$ cat config.mk
export PLATFORM = sky130hd
export DESIGN_NAME = sram_burst_master_flat
export DESIGN_NICKNAME = d
export VERILOG_FILES = /design/src/rtl/sram_burst_pkg.sv /design/src/rtl/sram_burst_master_if.sv /design/src/rtl/sram_wdog.sv /design/src/rtl/sram_burst_master.sv /design/src/flat_wrapper.sv
export SDC_FILE = /design/constraint.sdc
export NUM_CORES = 1
export LEC_CHECK = 0
export ABC_AREA = 1
export CORE_AREA = 5 5 78 80
export CTS_CLUSTER_DIAMETER = 50
export DETAILED_ROUTE_END_ITERATION = 8
export DIE_AREA = 0 0 83 85
export GPL_ROUTABILITY_DRIVEN = 0
export GPL_TIMING_DRIVEN = 0
export PLACE_DENSITY = 0.77
export RECOVER_POWER = 50
export SETUP_SLACK_MARGIN = 0.4
export SYNTH_ARGS = -nofsm -noshare
export SYNTH_HDL_FRONTEND = slang
export SYNTH_SLANG_ARGS = --single-unit
$ cat constraint.sdc
create_clock -name clk -period 1.91 [get_ports clk]
set_clock_uncertainty 0.05 [all_clocks]
set_input_delay 0.2865 -clock clk [delete_from_list [all_inputs] [get_ports clk]]
set_output_delay 0.2865 -clock clk [all_outputs]
set_load 0.02 [all_outputs]
$ cat src/rtl/sram_burst_pkg.sv
// Shared constants, state encoding and helpers for the SRAM burst master.
package sram_burst_pkg;

  localparam int AW_DEF  = 8;
  localparam int DW_DEF  = 8;
  localparam int TMO_DEF = 16;
  localparam int LEN_W   = 4;
  localparam int BEAT_W  = 5;

  typedef enum logic [2:0] {
    IDLE    = 3'd0,
    FETCH   = 3'd1,
    ISSUE   = 3'd2,
    WAIT_LO = 3'd3,
    WAIT_HI = 3'd4,
    RD_OUT  = 3'd5,
    FIN     = 3'd6
  } state_t;

  // req_len encodes beats minus one; widen before adding so 15 becomes 16.
  function automatic logic [BEAT_W-1:0] beat_count(input logic [LEN_W-1:0] len);
    return {1'b0, len} + BEAT_W'(1);
  endfunction

endpackage

$ cat src/rtl/sram_burst_master_if.sv
// Burst request, write/read data streams, controller command and status signals.
interface sram_burst_master_if
  import sram_burst_pkg::*;
#(
  parameter int AW = AW_DEF,
  parameter int DW = DW_DEF
);

  logic             req_valid;
  logic             req_ready;
  logic             req_rw;
  logic [AW-1:0]    req_addr;
  logic [LEN_W-1:0] req_len;

  logic [DW-1:0]    wr_data;
  logic             wr_valid;
  logic             wr_ready;

  logic [DW-1:0]    rd_data;
  logic             rd_valid;
  logic             rd_ready;

  logic             ctrl_start;
  logic             ctrl_rw;
  logic [AW-1:0]    ctrl_addr;
  logic [DW-1:0]    ctrl_wdata;
  logic             ctrl_ready;
  logic [DW-1:0]    ctrl_rdata;

  logic             busy;
  logic             done;
  logic             err;

  modport master (
    input  req_valid, req_rw, req_addr, req_len,
    input  wr_data, wr_valid, rd_ready, ctrl_ready, ctrl_rdata,
    output req_ready, wr_ready, rd_data, rd_valid,
    output ctrl_start, ctrl_rw, ctrl_addr, ctrl_wdata,
    output busy, done, err
  );

  modport slave (
    output req_valid, req_rw, req_addr, req_len,
    output wr_data, wr_valid, rd_ready, ctrl_ready, ctrl_rdata,
    input  req_ready, wr_ready, rd_data, rd_valid,
    input  ctrl_start, ctrl_rw, ctrl_addr, ctrl_wdata,
    input  busy, done, err
  );

endinterface

$ cat src/rtl/sram_wdog.sv
// Per-beat handshake watchdog: counts enabled cycles and flags when TMO is reached.
module sram_wdog
  import sram_burst_pkg::*;
#(
  parameter int TMO = TMO_DEF
) (
  input  logic clk,
  input  logic rst_n,
  input  logic clr,
  input  logic en,
  output logic expired
);

  localparam int CW = $clog2(TMO + 1);

  logic [CW-1:0] count_reg;

  always_ff @(posedge clk or negedge rst_n) begin
    if (!rst_n) begin
      count_reg <= '0;
    end else if (clr) begin
      count_reg <= '0;
    end else if (en && !expired) begin
      count_reg <= count_reg + CW'(1);
    end
  end

  // Fires on the TMO-th enabled cycle so the owner can act in that same cycle.
  assign expired = en && (count_reg == CW'(TMO - 1));

endmodule

$ cat src/rtl/sram_burst_master.sv
// Splits a 1..16 beat burst into single-beat SRAM controller commands with timeout.
module sram_burst_master
  import sram_burst_pkg::*;
#(
  parameter int AW  = AW_DEF,
  parameter int DW  = DW_DEF,
  parameter int TMO = TMO_DEF
) (
  input  logic                clk,
  input  logic                rst_n,
  sram_burst_master_if.master bus
);

  state_t            state_reg;
  logic              ctrl_start_reg;
  logic              ctrl_rw_reg;
  logic [AW-1:0]     ctrl_addr_reg;
  logic [DW-1:0]     ctrl_wdata_reg;
  logic [DW-1:0]     rd_data_reg;
  logic              rd_valid_reg;
  logic              busy_reg;
  logic              done_reg;
  logic              err_reg;
  logic [BEAT_W-1:0] beats_reg;

  logic              wd_en;
  logic              wd_clr;
  logic              wd_expired;
  logic              beat_adv;
  logic [BEAT_W-1:0] beats_left;

  // The timeout window opens at ISSUE, so an abandoned beat ends exactly TMO cycles after start.
  assign wd_en  = (state_reg == ISSUE) || (state_reg == WAIT_LO) || (state_reg == WAIT_HI);
  assign wd_clr = !wd_en;

  sram_wdog #(.TMO(TMO)) u_wdog (
    .clk     (clk),
    .rst_n   (rst_n),
    .clr     (wd_clr),
    .en      (wd_en),
    .expired (wd_expired)
  );

  assign beat_adv   = ((state_reg == WAIT_HI) && bus.ctrl_ready && ctrl_rw_reg) ||
                      ((state_reg == RD_OUT) && bus.rd_ready);
  assign beats_left = beats_reg - BEAT_W'(1);

  always_ff @(posedge clk or negedge rst_n) begin
    if (!rst_n) begin
      state_reg      <= IDLE;
      ctrl_start_reg <= 1'b0;
      ctrl_rw_reg    <= 1'b0;
      ctrl_addr_reg  <= '0;
      ctrl_wdata_reg <= '0;
      rd_data_reg    <= '0;
      rd_valid_reg   <= 1'b0;
      busy_reg       <= 1'b0;
      done_reg       <= 1'b0;
      err_reg        <= 1'b0;
      beats_reg      <= '0;
    end else begin
      ctrl_start_reg <= 1'b0;
      done_reg       <= 1'b0;

      case (state_reg)
        IDLE: begin
          if (bus.req_valid) begin
            ctrl_rw_reg   <= bus.req_rw;
            ctrl_addr_reg <= bus.req_addr;
            beats_reg     <= beat_count(bus.req_len);
            err_reg       <= 1'b0;
            busy_reg      <= 1'b1;
            if (bus.req_rw) begin
              state_reg <= FETCH;
            end else begin
              state_reg      <= ISSUE;
              ctrl_start_reg <= 1'b1;
            end
          end
        end
        FETCH: begin
          if (bus.wr_valid) begin
            ctrl_wdata_reg <= bus.wr_data;
            ctrl_start_reg <= 1'b1;
            state_reg      <= ISSUE;
          end
        end
        ISSUE: state_reg <= WAIT_LO;
        WAIT_LO: begin
          if (wd_expired) begin
            err_reg   <= 1'b1;
            beats_reg <= '0;
            done_reg  <= 1'b1;
            state_reg <= FIN;
          end else if (!bus.ctrl_ready) begin
            state_reg <= WAIT_HI;
          end
        end
        WAIT_HI: begin
          // A completing handshake wins over a simultaneous expiry.
          if (bus.ctrl_ready) begin
            if (!ctrl_rw_reg) begin
              rd_data_reg  <= bus.ctrl_rdata;
              rd_valid_reg <= 1'b1;
              state_reg    <= RD_OUT;
            end
          end else if (wd_expired) begin
            err_reg   <= 1'b1;
            beats_reg <= '0;
            done_reg  <= 1'b1;
            state_reg <= FIN;
          end
        end
        RD_OUT: begin
          if (bus.rd_ready) begin
            rd_valid_reg <= 1'b0;
          end
        end
        FIN: begin
          busy_reg  <= 1'b0;
          state_reg <= IDLE;
        end
        default: state_reg <= IDLE;
      endcase

      if (beat_adv) begin
        ctrl_addr_reg <= ctrl_addr_reg + AW'(1);
        beats_reg     <= beats_left;
        if (beats_left == '0) begin
          done_reg  <= 1'b1;
          state_reg <= FIN;
        end else if (ctrl_rw_reg) begin
          state_reg <= FETCH;
        end else begin
          ctrl_start_reg <= 1'b1;
          state_reg      <= ISSUE;
        end
      end
    end
  end

  assign bus.req_ready  = (state_reg == IDLE);
  assign bus.wr_ready   = (state_reg == FETCH);
  assign bus.ctrl_start = ctrl_start_reg;
  assign bus.ctrl_rw    = ctrl_rw_reg;
  assign bus.ctrl_addr  = ctrl_addr_reg;
  assign bus.ctrl_wdata = ctrl_wdata_reg;
  assign bus.rd_data    = rd_data_reg;
  assign bus.rd_valid   = rd_valid_reg;
  assign bus.busy       = busy_reg;
  assign bus.done       = done_reg;
  assign bus.err        = err_reg;

endmodule

$ cat src/flat_wrapper.sv
// flat-port wrapper written by rule: the top's interface ports become plain ports
module sram_burst_master_flat import sram_burst_pkg::*;
#(
  parameter int AW  = AW_DEF,
  parameter int DW  = DW_DEF,
  parameter int TMO = TMO_DEF
)
  (clk, rst_n, bus_req_valid, bus_req_rw, bus_req_addr, bus_req_len, bus_wr_data, bus_wr_valid, bus_rd_ready, bus_ctrl_ready, bus_ctrl_rdata, bus_req_ready, bus_wr_ready, bus_rd_data, bus_rd_valid, bus_ctrl_start, bus_ctrl_rw, bus_ctrl_addr, bus_ctrl_wdata, bus_busy, bus_done, bus_err);
  sram_burst_master_if #(.AW(AW), .DW(DW)) bus_i ();
  input  logic clk;
  input  logic rst_n;
  input wire logic [$bits(bus_i.req_valid)-1:0] bus_req_valid;
  input wire logic [$bits(bus_i.req_rw)-1:0] bus_req_rw;
  input wire logic [$bits(bus_i.req_addr)-1:0] bus_req_addr;
  input wire logic [$bits(bus_i.req_len)-1:0] bus_req_len;
  input wire logic [$bits(bus_i.wr_data)-1:0] bus_wr_data;
  input wire logic [$bits(bus_i.wr_valid)-1:0] bus_wr_valid;
  input wire logic [$bits(bus_i.rd_ready)-1:0] bus_rd_ready;
  input wire logic [$bits(bus_i.ctrl_ready)-1:0] bus_ctrl_ready;
  input wire logic [$bits(bus_i.ctrl_rdata)-1:0] bus_ctrl_rdata;
  output wire logic [$bits(bus_i.req_ready)-1:0] bus_req_ready;
  output wire logic [$bits(bus_i.wr_ready)-1:0] bus_wr_ready;
  output wire logic [$bits(bus_i.rd_data)-1:0] bus_rd_data;
  output wire logic [$bits(bus_i.rd_valid)-1:0] bus_rd_valid;
  output wire logic [$bits(bus_i.ctrl_start)-1:0] bus_ctrl_start;
  output wire logic [$bits(bus_i.ctrl_rw)-1:0] bus_ctrl_rw;
  output wire logic [$bits(bus_i.ctrl_addr)-1:0] bus_ctrl_addr;
  output wire logic [$bits(bus_i.ctrl_wdata)-1:0] bus_ctrl_wdata;
  output wire logic [$bits(bus_i.busy)-1:0] bus_busy;
  output wire logic [$bits(bus_i.done)-1:0] bus_done;
  output wire logic [$bits(bus_i.err)-1:0] bus_err;
  assign bus_i.req_valid = bus_req_valid;
  assign bus_i.req_rw = bus_req_rw;
  assign bus_i.req_addr = bus_req_addr;
  assign bus_i.req_len = bus_req_len;
  assign bus_i.wr_data = bus_wr_data;
  assign bus_i.wr_valid = bus_wr_valid;
  assign bus_i.rd_ready = bus_rd_ready;
  assign bus_i.ctrl_ready = bus_ctrl_ready;
  assign bus_i.ctrl_rdata = bus_ctrl_rdata;
  assign bus_req_ready = bus_i.req_ready;
  assign bus_wr_ready = bus_i.wr_ready;
  assign bus_rd_data = bus_i.rd_data;
  assign bus_rd_valid = bus_i.rd_valid;
  assign bus_ctrl_start = bus_i.ctrl_start;
  assign bus_ctrl_rw = bus_i.ctrl_rw;
  assign bus_ctrl_addr = bus_i.ctrl_addr;
  assign bus_ctrl_wdata = bus_i.ctrl_wdata;
  assign bus_busy = bus_i.busy;
  assign bus_done = bus_i.done;
  assign bus_err = bus_i.err;
  sram_burst_master #(.AW(AW), .DW(DW), .TMO(TMO)) u_core (.clk(clk), .rst_n(rst_n), .bus(bus_i));
endmodule
==> reports/qor_table.md <==
| Item | This run |
| --- | --- |
| Hold Path Stages | 2 |
| CP endpoint kind | primary output |
| Number of warning messages in the yosys log | 0 |
| Die Area | 7060 µm² |
| Instance count after placement with tap cells included | 456 |
| Compound-Gate Fraction of Synth Area | 0.0458 |
| Final critical-path required period | 1.71 ns |
| Number of different library cells in the post-synthesis netlist | 35 |
| Post-synthesis register bit count | 43 |
| Reg2reg path depth | 10 |
| Wire per inst | 13.8 µm |
| Simple-gate area share of the yosys netlist | 0.350 |
| Post-Place Cell Area | 3310 µm² |
| Main combinational cell family by area after synthesis | simple AND/OR/NAND/NOR gates |
| Reg-to-Reg End | u_core.beats_reg[0]$_DFFE_PN0P_ |
| Startpoint of the worst hold path | u_core.bus.ctrl_wdata[1]$_DFFE_PN0P_ |
| RSZ-0062 raised after global routing | yes |
| Number of top-level pins | 67 |
| Relative slew margins | 0.554 |
| Mapped Nets | 358 |
| Area growth from synthesis to final layout | 49.8% |
| Type of the setup path with the least slack | flip-flop to primary output |
| Overall power after layout | 5360 µW |
| Maximum ir drop on the vdd rail | 0.837 mV |
| Largest fanout of any net on the critical path | 3 |
| Synth Flop Type | sky130_fd_sc_hd__dfrtp_1 |
| Max-capacitance violation count | 0 |
| Fraction of the yosys area taken by sequential cells | 0.424 |
| Most frequently used cell type in the post-synthesis netlist | sky130_fd_sc_hd__nand2_1 |
| Die Span X | 83 µm |
| Starting utilization of the core area | 0.476 |
| Leakage power total | 0.00197 µW |
| Post-Layout Cell Count | 491 |
| Site Rows | 27 |
| Adder-Cell Fraction of Synth Area | 0.0296 |
| Post-Syn Area | 2540 µm² |
| Floorplan core area | 5340 µm² |
| Smallest hold slack | 0.421 ns |
| Number of antenna violations at the first check in global routing | 0 |
| Number of synthesized flops with an enable pin | 0 |
| Number of cells produced by synthesis | 317 |
| Proportion of netlist area held by the largest area contributor | 0.424 |
| Clock tree root buffer cell | sky130_fd_sc_hd__clkbuf_8 |
| Slew Limit Fails | 0 |
| Skew-Pair Late Insertion Delay | 0.30 ns |
| Share of layout cells above drive strength 1 | 0.253 |
| Residual DRC | 0 |
| Most frequent cells after synthesis | sky130_fd_sc_hd__nand2_1, sky130_fd_sc_hd__dfrtp_1, sky130_fd_sc_hd__inv_1 |
| Via Count | 2494 |
| Final Instance Area | 3800 µm² |
| Total congestion overflow | 0 |
| Path type of the worst min-delay path | flip-flop to flip-flop |
| TritonCTS clock tree | built |
| Start point of the critical path | u_core.state_reg[0]$_DFFE_PN0P_ |
| Least-Margin Pin Slew | 0.669 ns |
| Gr usage total | 0.190 |
| Critical register-to-register path startpoint | u_core.state_reg[0]$_DFFE_PN0P_ |
| Ant. Diodes | 0 |
| Clock Sinks | 43 |
| Maximum number of pins on one net before global-route repair | 32 |
| Post-synth top area cell | sky130_fd_sc_hd__dfrtp_1 |
| Routed Antenna Nets | 0 |
| Total of buffers placed on input and output ports | 66 |
| Final Hold Viols | 0 |
| Number of search-and-repair iterations in the first detailed-routing pass | 5 |
| Vertical die dimension | 85 µm |
| Xor/xnor cell area share of the yosys netlist | 0.0241 |
| Data required time at the worst endpoint | 1.57 ns |
| Post-synthesis mux area share | 0.0355 |
| Startpoint type of the worst setup path | flip-flop |
| Ratio of final minimum period to clock period | 0.895 |
| Wire length of the first global-routing pass | 11100 µm |
| Detailed Place HPWL | 4580 µm |
| Total wire length | 6790 µm |
| Clk pin slew, worst setup/hold paths | 0.08 ns |
| Average cell area after synthesis | 8.01 µm² |
| Maximum root-to-sink buffer count | 2 |
| Number of DRC markers after the initial detailed-route iteration | 169 |
| Vias in the first global route | 2423 |
| Worst reg2reg setup slack | 0.29 ns |
| Share of async-settable or async-resettable flops after synthesis | 1.00 |
| Hold Path End | u_core.bus.ctrl_wdata[1]$_DFFE_PN0P_ |
| Power per cell area | 1410 nW/µm² |
| Setup violation total in the final timing report | 0 |
| Via density | 5.08 |
| Total Nets Final | 459 |
| Status | finished, final reports clean |
| F_max | 585 MHz |
| Largest cells by area after synthesis | sky130_fd_sc_hd__dfrtp_1, sky130_fd_sc_hd__nand2_1, sky130_fd_sc_hd__nand3_1, sky130_fd_sc_hd__inv_1, sky130_fd_sc_hd__mux2_2 |
| Htree depth | 2 |
| Arrival time at the worst endpoint | 1.37 ns |
| Number of buffers added by the clock tree synthesis step | 5 |
==> cells by family after synthesis <==
family,count (synthesis)
compound gates,19
flops,43
simple gates,185
buf+inv,49
mux,8
xor+xnor,7
fa+ha+maj,6
==> cell type report <==
class                           instances  area (µm²)
Fill cell                             427        1530
Multi-Input combinational cell        225        1380
Sequential cell                        43        1080
Timing Repair Buffer                   93         888
Inverter                               41         170
Clock buffer                            8         100
Buffer                                  8        90.1
Tap cell                               72        90.1
Timing Repair inverter                  1        8.76
==> how the worst max path moves through the flow <==
stage	endpoint	slack, ns	cells after the start
after floorplan	u_core.state_reg[1]$_DFFE_PN0P_	0.40	11
after global placement	u_core.beats_reg[2]$_DFFE_PN0P_	-0.67	1
after detailed placement	bus_wr_ready	0.04	6
after CTS	bus_wr_ready	0.16	6
after global routing	bus_wr_ready	0.13	6
final	bus_wr_ready	0.20	6
==> cell usage in the layout, fill, tap and decap left out, types with 4 or more instances in the layout <==
cell	instances
sky130_fd_sc_hd__clkbuf_8	7
sky130_fd_sc_hd__nor2_4	4
sky130_fd_sc_hd__nand2_1	86
sky130_fd_sc_hd__nor2_1	20
sky130_fd_sc_hd__nand3_1	28
sky130_fd_sc_hd__ha_1	4
sky130_fd_sc_hd__inv_1	35
sky130_fd_sc_hd__nor2_2	4
sky130_fd_sc_hd__dlygate4sd2_1	29
sky130_fd_sc_hd__nand2_2	13
sky130_fd_sc_hd__clkdlybuf4s50_1	33
sky130_fd_sc_hd__xor2_1	6
sky130_fd_sc_hd__nand2_4	6
sky130_fd_sc_hd__nand4_1	6
sky130_fd_sc_hd__buf_4	18
sky130_fd_sc_hd__dfrtp_1	42
sky130_fd_sc_hd__buf_6	11
sky130_fd_sc_hd__nand3_2	5
sky130_fd_sc_hd__mux2_2	8
==> worst max-delay path: stages (launching register included) <==
cell	delay (ns)
sky130_fd_sc_hd__dfrtp_1	0.37
sky130_fd_sc_hd__buf_6	0.14
sky130_fd_sc_hd__inv_1	0.06
sky130_fd_sc_hd__nor2_1	0.20
sky130_fd_sc_hd__nand2_2	0.11
sky130_fd_sc_hd__inv_1	0.06
sky130_fd_sc_hd__buf_4	0.13
==> power by group <==
group | total (µW) | switching (µW) | internal, µW
registers | 1540 | 261 | 1280
logic | 3180 | 1860 | 1320
clock network | 650 | 319 | 330
total | 5360 | 2440 | 2920
==> routing by layer <==
layer  part of all wire  vias to the layer above  track usage  routed length [µm]
met4              0.017                        0       0.0669                 116
met5                  0                        -            0                   0
met1               0.43                     1179        0.245                2890
li1                   -                     1209            -                   -
met2               0.49                       97        0.310                3330
met3              0.067                        9       0.0485                 454
==> through the flow <==
stage,setup TNS [ns],setup WS (ns),utilization
after floorplan,0,0.405,-
after global placement,-28.68,-0.669,0.618
after detailed placement,0,0.0436,0.621
after CTS,0,0.158,0.666
after global routing,0,0.125,0.713
final,0,0.200,0.713
==> what timing repair did <==
action / 4_1_cts / 5_1_grt
setup buffers: 13 / 10
hold endpoints to repair: 12 / 0
setup endpoints to repair: 65 / 36
hold buffers: 1 / 0
cloned: 0 / 3
pin swaps: 13 / 22
resized for setup: 56 / 41
Power figures use the tool's default switching activity.
==> edit 1, RTL diff (same flow settings) <==
`AW_DEF`: 8 -> 9.
--- a/src/rtl/sram_burst_pkg.sv
+++ b/src/rtl/sram_burst_pkg.sv
@@ -1,7 +1,7 @@
 // Shared constants, state encoding and helpers for the SRAM burst master.
 package sram_burst_pkg;
 
-  localparam int AW_DEF  = 8;
+  localparam int AW_DEF  = 9;
   localparam int DW_DEF  = 8;
   localparam int TMO_DEF = 16;
   localparam int LEN_W   = 4;
Ports: changed (resized bus_ctrl_addr and bus_req_addr); port bits go from 67 to 69. No check against the original RTL was run, so the function may have changed too.
==> edit 1 against the unedited design <==
Worst setup slack improved by 0.084 ns; power rose by 7.3%; global-route usage fell by 1.0 points; sequential power rose by 5%; synthesized area rose by 2.7%; sequential cell count rose by 1; final area rose by 2.9%; cell count fell by 0.20%; wire length rose by 1.4%; critical endpoint is now u_core.beats_reg[2]; largest cell class unchanged.
==> edit 1: results (changes against the unedited design) <==
global-route wire length before repair 10.6 mm (was 11.1 mm); Synth Net Count 354 (was 358); Tot GR Track Use 18.0% (was 19.0%); sequential area share after synthesis 42.2% (was 42.4%); status finished clean (unchanged); CP max stage delay 0.39 ns (was 0.37 ns); largest net degree at the start of global routing 31 (was 32); routed len/inst 14.0 um (was 13.8 um); FF-to-FF path depth 8 (was 10); final non-filler cell total 490 (was 491); leakage dissipation 2.03 nW (was 1.97 nW); Slew headroom 40.4% (was 55.4%); CP arrival 1.82 ns (was 1.37 ns); Commonest cells post-synth nand2_1 (88), dfrtp_1 (44), nand3_1 (33) (was nand2_1 (97), dfrtp_1 (43), inv_1 (35)); Max VDD drop 0.910 mV (was 0.837 mV); initial drt markers 138 (was 169); synth unique cells 34 (was 35); dpl hpwl 4.54 mm (was 4.58 mm); Placement Setup Slack 0.0978 ns (was 0.0436 ns); CTS root buffer clkbuf_8 (unchanged); Crit Path Max Fanout 10 (was 3); worst r2r dst u_core.beats_reg[2] (was u_core.beats_reg[0]); Placed Cells 452 (was 456); PortBufs 67 (was 66); DR vias/cell 5.10 (was 5.08); top cells by area, synth dfrtp_1 (42%), nand2_1 (13%), nand3_1 (6.3%) (was dfrtp_1 (42%), nand2_1 (14%), nand3_1 (6.3%)); # fillers 409 (was 427); Hold Path Class in2reg (was reg2reg); hold depth 3 (was 2); Pre-antenna DRT Iters 4 (was 5); sink of the worst hold path u_core.state_reg[1] (was u_core.bus.ctrl_wdata[1]); share of layout cells above drive strength 1 27.0% (was 25.3%); vias in the first global route 2468 (was 2423); Mean Syn Cell Area 8.36 um^2 (was 8.01 um^2)
## edit 1: worst max path at each step
stage | endpoint | slack, ns | startpoint | cells after the start
after detailed placement | bus_req_ready | 0.1 | u_core.state_reg[1] | 5
after global placement | u_core.bus.rd_data[7] | -0.72 | rst_n | 1
final | u_core.beats_reg[2] | 0.28 | u_core.state_reg[0] | 8
after global routing | u_core.beats_reg[2] | 0.22 | u_core.state_reg[1] | 9
after CTS | bus_wr_ready | 0.20 | u_core.state_reg[2] | 6
after floorplan | u_core.bus.ctrl_addr[2] | 0.40 | u_core.state_reg[1] | 9
## edit 1: timing repair
action	CTS	global route
gates resized for setup	52	31
hold buffers	1	0
cloned	0	4
buffers inserted	11	14
setup endpoints to repair	50	43
endpoints found under the hold margin	14	0
pin swaps	12	11
## edit 1: cell type report
type	instances	area share, %
buffer	9	2.72
clock buffer	5	1.76
sequential	44	28.2
inverter	38	4.09
tap	72	2.30
clock inverter	3	1.18
timing repair buffer	97	24.3
multi-input combinational	222	35.5
## edit 1: stage by stage
step / hold WS (ns) / setup TNS (ns) / area (um^2)
2_1_floorplan: -0.0591 / 0 / 2630
3_3_place_gp: 0.437 / -31.42 / 3390
3_5_place_dp: 0.172 / 0 / 3400
4_1_cts: 0.262 / 0 / 3610
5_1_grt: 0.301 / 0 / 3910
6_report: 0.277 / 0 / 3910
## edit 1: routing by layer
| metal | routed length (um) | vias up | GRT usage (%) |
|---|---|---|---|
| met5 | 0 | - | 0 |
| met4 | 142 | 0 | 5.79 |
| met3 | 312 | 13 | 4.27 |
| met2 | 3600 | 68 | 31.7 |
| met1 | 2830 | 1204 | 21.7 |
| li1 | - | 1214 | - |
## edit 1: where the power goes
group	switching, mW	internal (mW)	leakage [nW]
sequential	0.292	1.32	0.553
clock	0.348	0.394	0.0548
combinational	1.88	1.52	1.42
## edit 1: logic make-up (layout without fill, tap and decap cells)
logic type,count (synthesis),after routing,synth area share (%)
compound gates,20,20,4.56
xor+xnor,6,6,2.01
fa+ha+maj,6,6,2.88
buf+inv,47,152,9.30
flops,44,44,42.2
mux,16,16,8.06
simple gates,173,174,31.0
## edit 1: worst max-delay path, delay by kind of cell, from the launching register on
kind            cells  cell delay (ns)
compound gates      1             0.23
buf+inv             3             0.43
simple gates        4             0.47
flops               1             0.39
==> edit 2, RTL diff (same flow settings) <==
Made on the original files. The 7 states of `state_t` get a one-hot encoding in 7 bits.
--- a/src/rtl/sram_burst_pkg.sv
+++ b/src/rtl/sram_burst_pkg.sv
@@ -7,14 +7,14 @@
   localparam int LEN_W   = 4;
   localparam int BEAT_W  = 5;
 
-  typedef enum logic [2:0] {
-    IDLE    = 3'd0,
-    FETCH   = 3'd1,
-    ISSUE   = 3'd2,
-    WAIT_LO = 3'd3,
-    WAIT_HI = 3'd4,
-    RD_OUT  = 3'd5,
-    FIN     = 3'd6
+  typedef enum logic [6:0] {
+    IDLE    = 7'b0000001,
+    FETCH   = 7'b0000010,
+    ISSUE   = 7'b0000100,
+    WAIT_LO = 7'b0001000,
+    WAIT_HI = 7'b0010000,
+    RD_OUT  = 7'b0100000,
+    FIN     = 7'b1000000
   } state_t;
 
   // req_len encodes beats minus one; widen before adding so 15 becomes 16.
Function: same outputs for any inputs over 10 cycles, from zero or initial values and one cycle with rst_n low; not proved beyond that.
==> edit 2 against the unedited design <==
Combinational power is 4% lower; global-route usage is 1.7 points higher; wire length is 15% higher; first-iteration DRC count is 25% higher; sequential cell count is 4 higher; power is 2.0% lower; final area is 7.0% higher; critical path depth is 7 higher; fmax is 6.6% lower; worst setup slack worse by 0.12 ns; synthesized area is 4.8% higher; largest power group unchanged.
==> edit 2: results (changes against the unedited design) <==
share of layout cells above drive strength 1 35.9% (was 25.3%); CP arrival 2.03 ns (was 1.37 ns); area share of fa/ha/maj cells after synthesis 2.82% (was 2.96%); multi-input combinational area share 37.0% (was 36.2%); CP Launch Point u_core.state_reg[2] (was u_core.state_reg[0]); buffering overhead 25.7% (about the same); Commonest cells post-synth nand2_1 (64), dfrtp_1 (46), inv_1 (28) (was nand2_1 (97), dfrtp_1 (43), inv_1 (35)); Hold Startpoint u_core.bus.ctrl_wdata[4] (was u_core.bus.ctrl_wdata[1]); asr flop ratio synth 100% (unchanged); sink of the worst hold path u_core.bus.ctrl_wdata[4] (was u_core.bus.ctrl_wdata[1]); global-route met1 utilization 25.0% (was 24.5%); worst reg2reg setup slack 0.08 ns (was 0.29 ns); DR WL met3 520 um (was 454 um); synth unique cells 37 (was 35); antenna cells 0 (unchanged); Tot GR Track Use 20.7% (was 19.0%); multi-input gate count 202 (was 225); xor/xnor share of the synthesized area 2.63% (was 2.41%); top cells by area, synth dfrtp_1 (43%), nand2_1 (9.0%), mux2_2 (5.9%) (was dfrtp_1 (42%), nand2_1 (14%), nand3_1 (6.3%)); multiplexer share of the synthesized area 7.05% (was 3.55%); clk tree area frac 2.09% (was 2.63%); Placement Setup Slack -0.188 ns (was 0.0436 ns); FF-to-FF path depth 13 (was 10); final net count 447 (was 459); CLK BUF 6 (was 8); hold_buf cts 1 (unchanged); met2 Use GR 35.8% (was 31.0%); WL met1 2.98 mm (was 2.89 mm); routed len/inst 16.3 um (was 13.8 um); post-CTS sizing 62 (was 56); Top delay family on crit path simple AND/OR/NAND/NOR gates (was buffers and inverters); top sig layer met4 (unchanged); met2 WL 4.03 mm (was 3.33 mm); # fillers 370 (was 427); initial drt markers 212 (was 169); CP max stage delay 0.42 ns (was 0.37 ns); setup bufs post-CTS 22 (was 13); status finished clean (unchanged); final clock period utilization by the worst path 95.8% (was 89.5%); GR Util met3 5.24% (was 4.85%); Max stage delay cell, worst path dfrtp_1 (unchanged); leakage dissipation 2.12 nW (was 1.97 nW); Slew headroom 27.8% (was 55.4%); largest net degree at the start of global routing 31 (was 32); Compound-Gate Fraction of Synth Area 7.00% (was 4.58%); vias in the first global route 2473 (was 2423); Crit Path Max Fanout 6 (was 3); Worst Setup EP u_core.state_reg[1] (was bus_wr_ready); FF+latch count, synth 47 (was 43); Max VDD drop 0.744 mV (was 0.837 mV); Synth Net Count 332 (was 358); FF-to-FF Start u_core.state_reg[2] (was u_core.state_reg[0]); hold depth 1 (was 2); sequential cell area share 29.0% (was 28.3%); DR vias/cell 5.32 (was 5.08); global-route wire length before repair 11.8 mm (was 11.1 mm); Non-clk bufs 110 (was 101); sequential area share after synthesis 44.2% (was 42.4%); dpl hpwl 4.69 mm (was 4.58 mm)
[edit 2: cell count changes in the layout (fill, tap and decap cells not counted), sizes merged, moves of 3 or more]
cell,unedited run,this run
buf,32,45
mux2,8,16
nor2,29,24
nand4,8,5
o21ai,8,17
nand2,108,80
clkbuf,13,7
nand3,34,23
dfrtp,43,46
[edit 2: power by group]
group	total, mW	switching, mW	internal (mW)
clock	0.609	0.353	0.257
combinational	3.04	1.68	1.36
sequential	1.61	0.281	1.33
[edit 2: through the flow]
step           cell area, um^2  hold WS (ns)  cells
4_1_cts                   3810         0.407    462
2_1_floorplan             2700       -0.0591    291
5_1_grt                   4070         0.470    479
6_report                  4070         0.452    479
3_3_place_gp              3450         0.435    429
3_5_place_dp              3470         0.206    430
[edit 2: cell families after synthesis]
group,Yosys count
AOI/OAI and AO/OA,28
xor gates and xnor gates,8
adders and majority gates,6
buffers and inverters,42
DFF,47
muxes,16
and+or+nand+nor,144
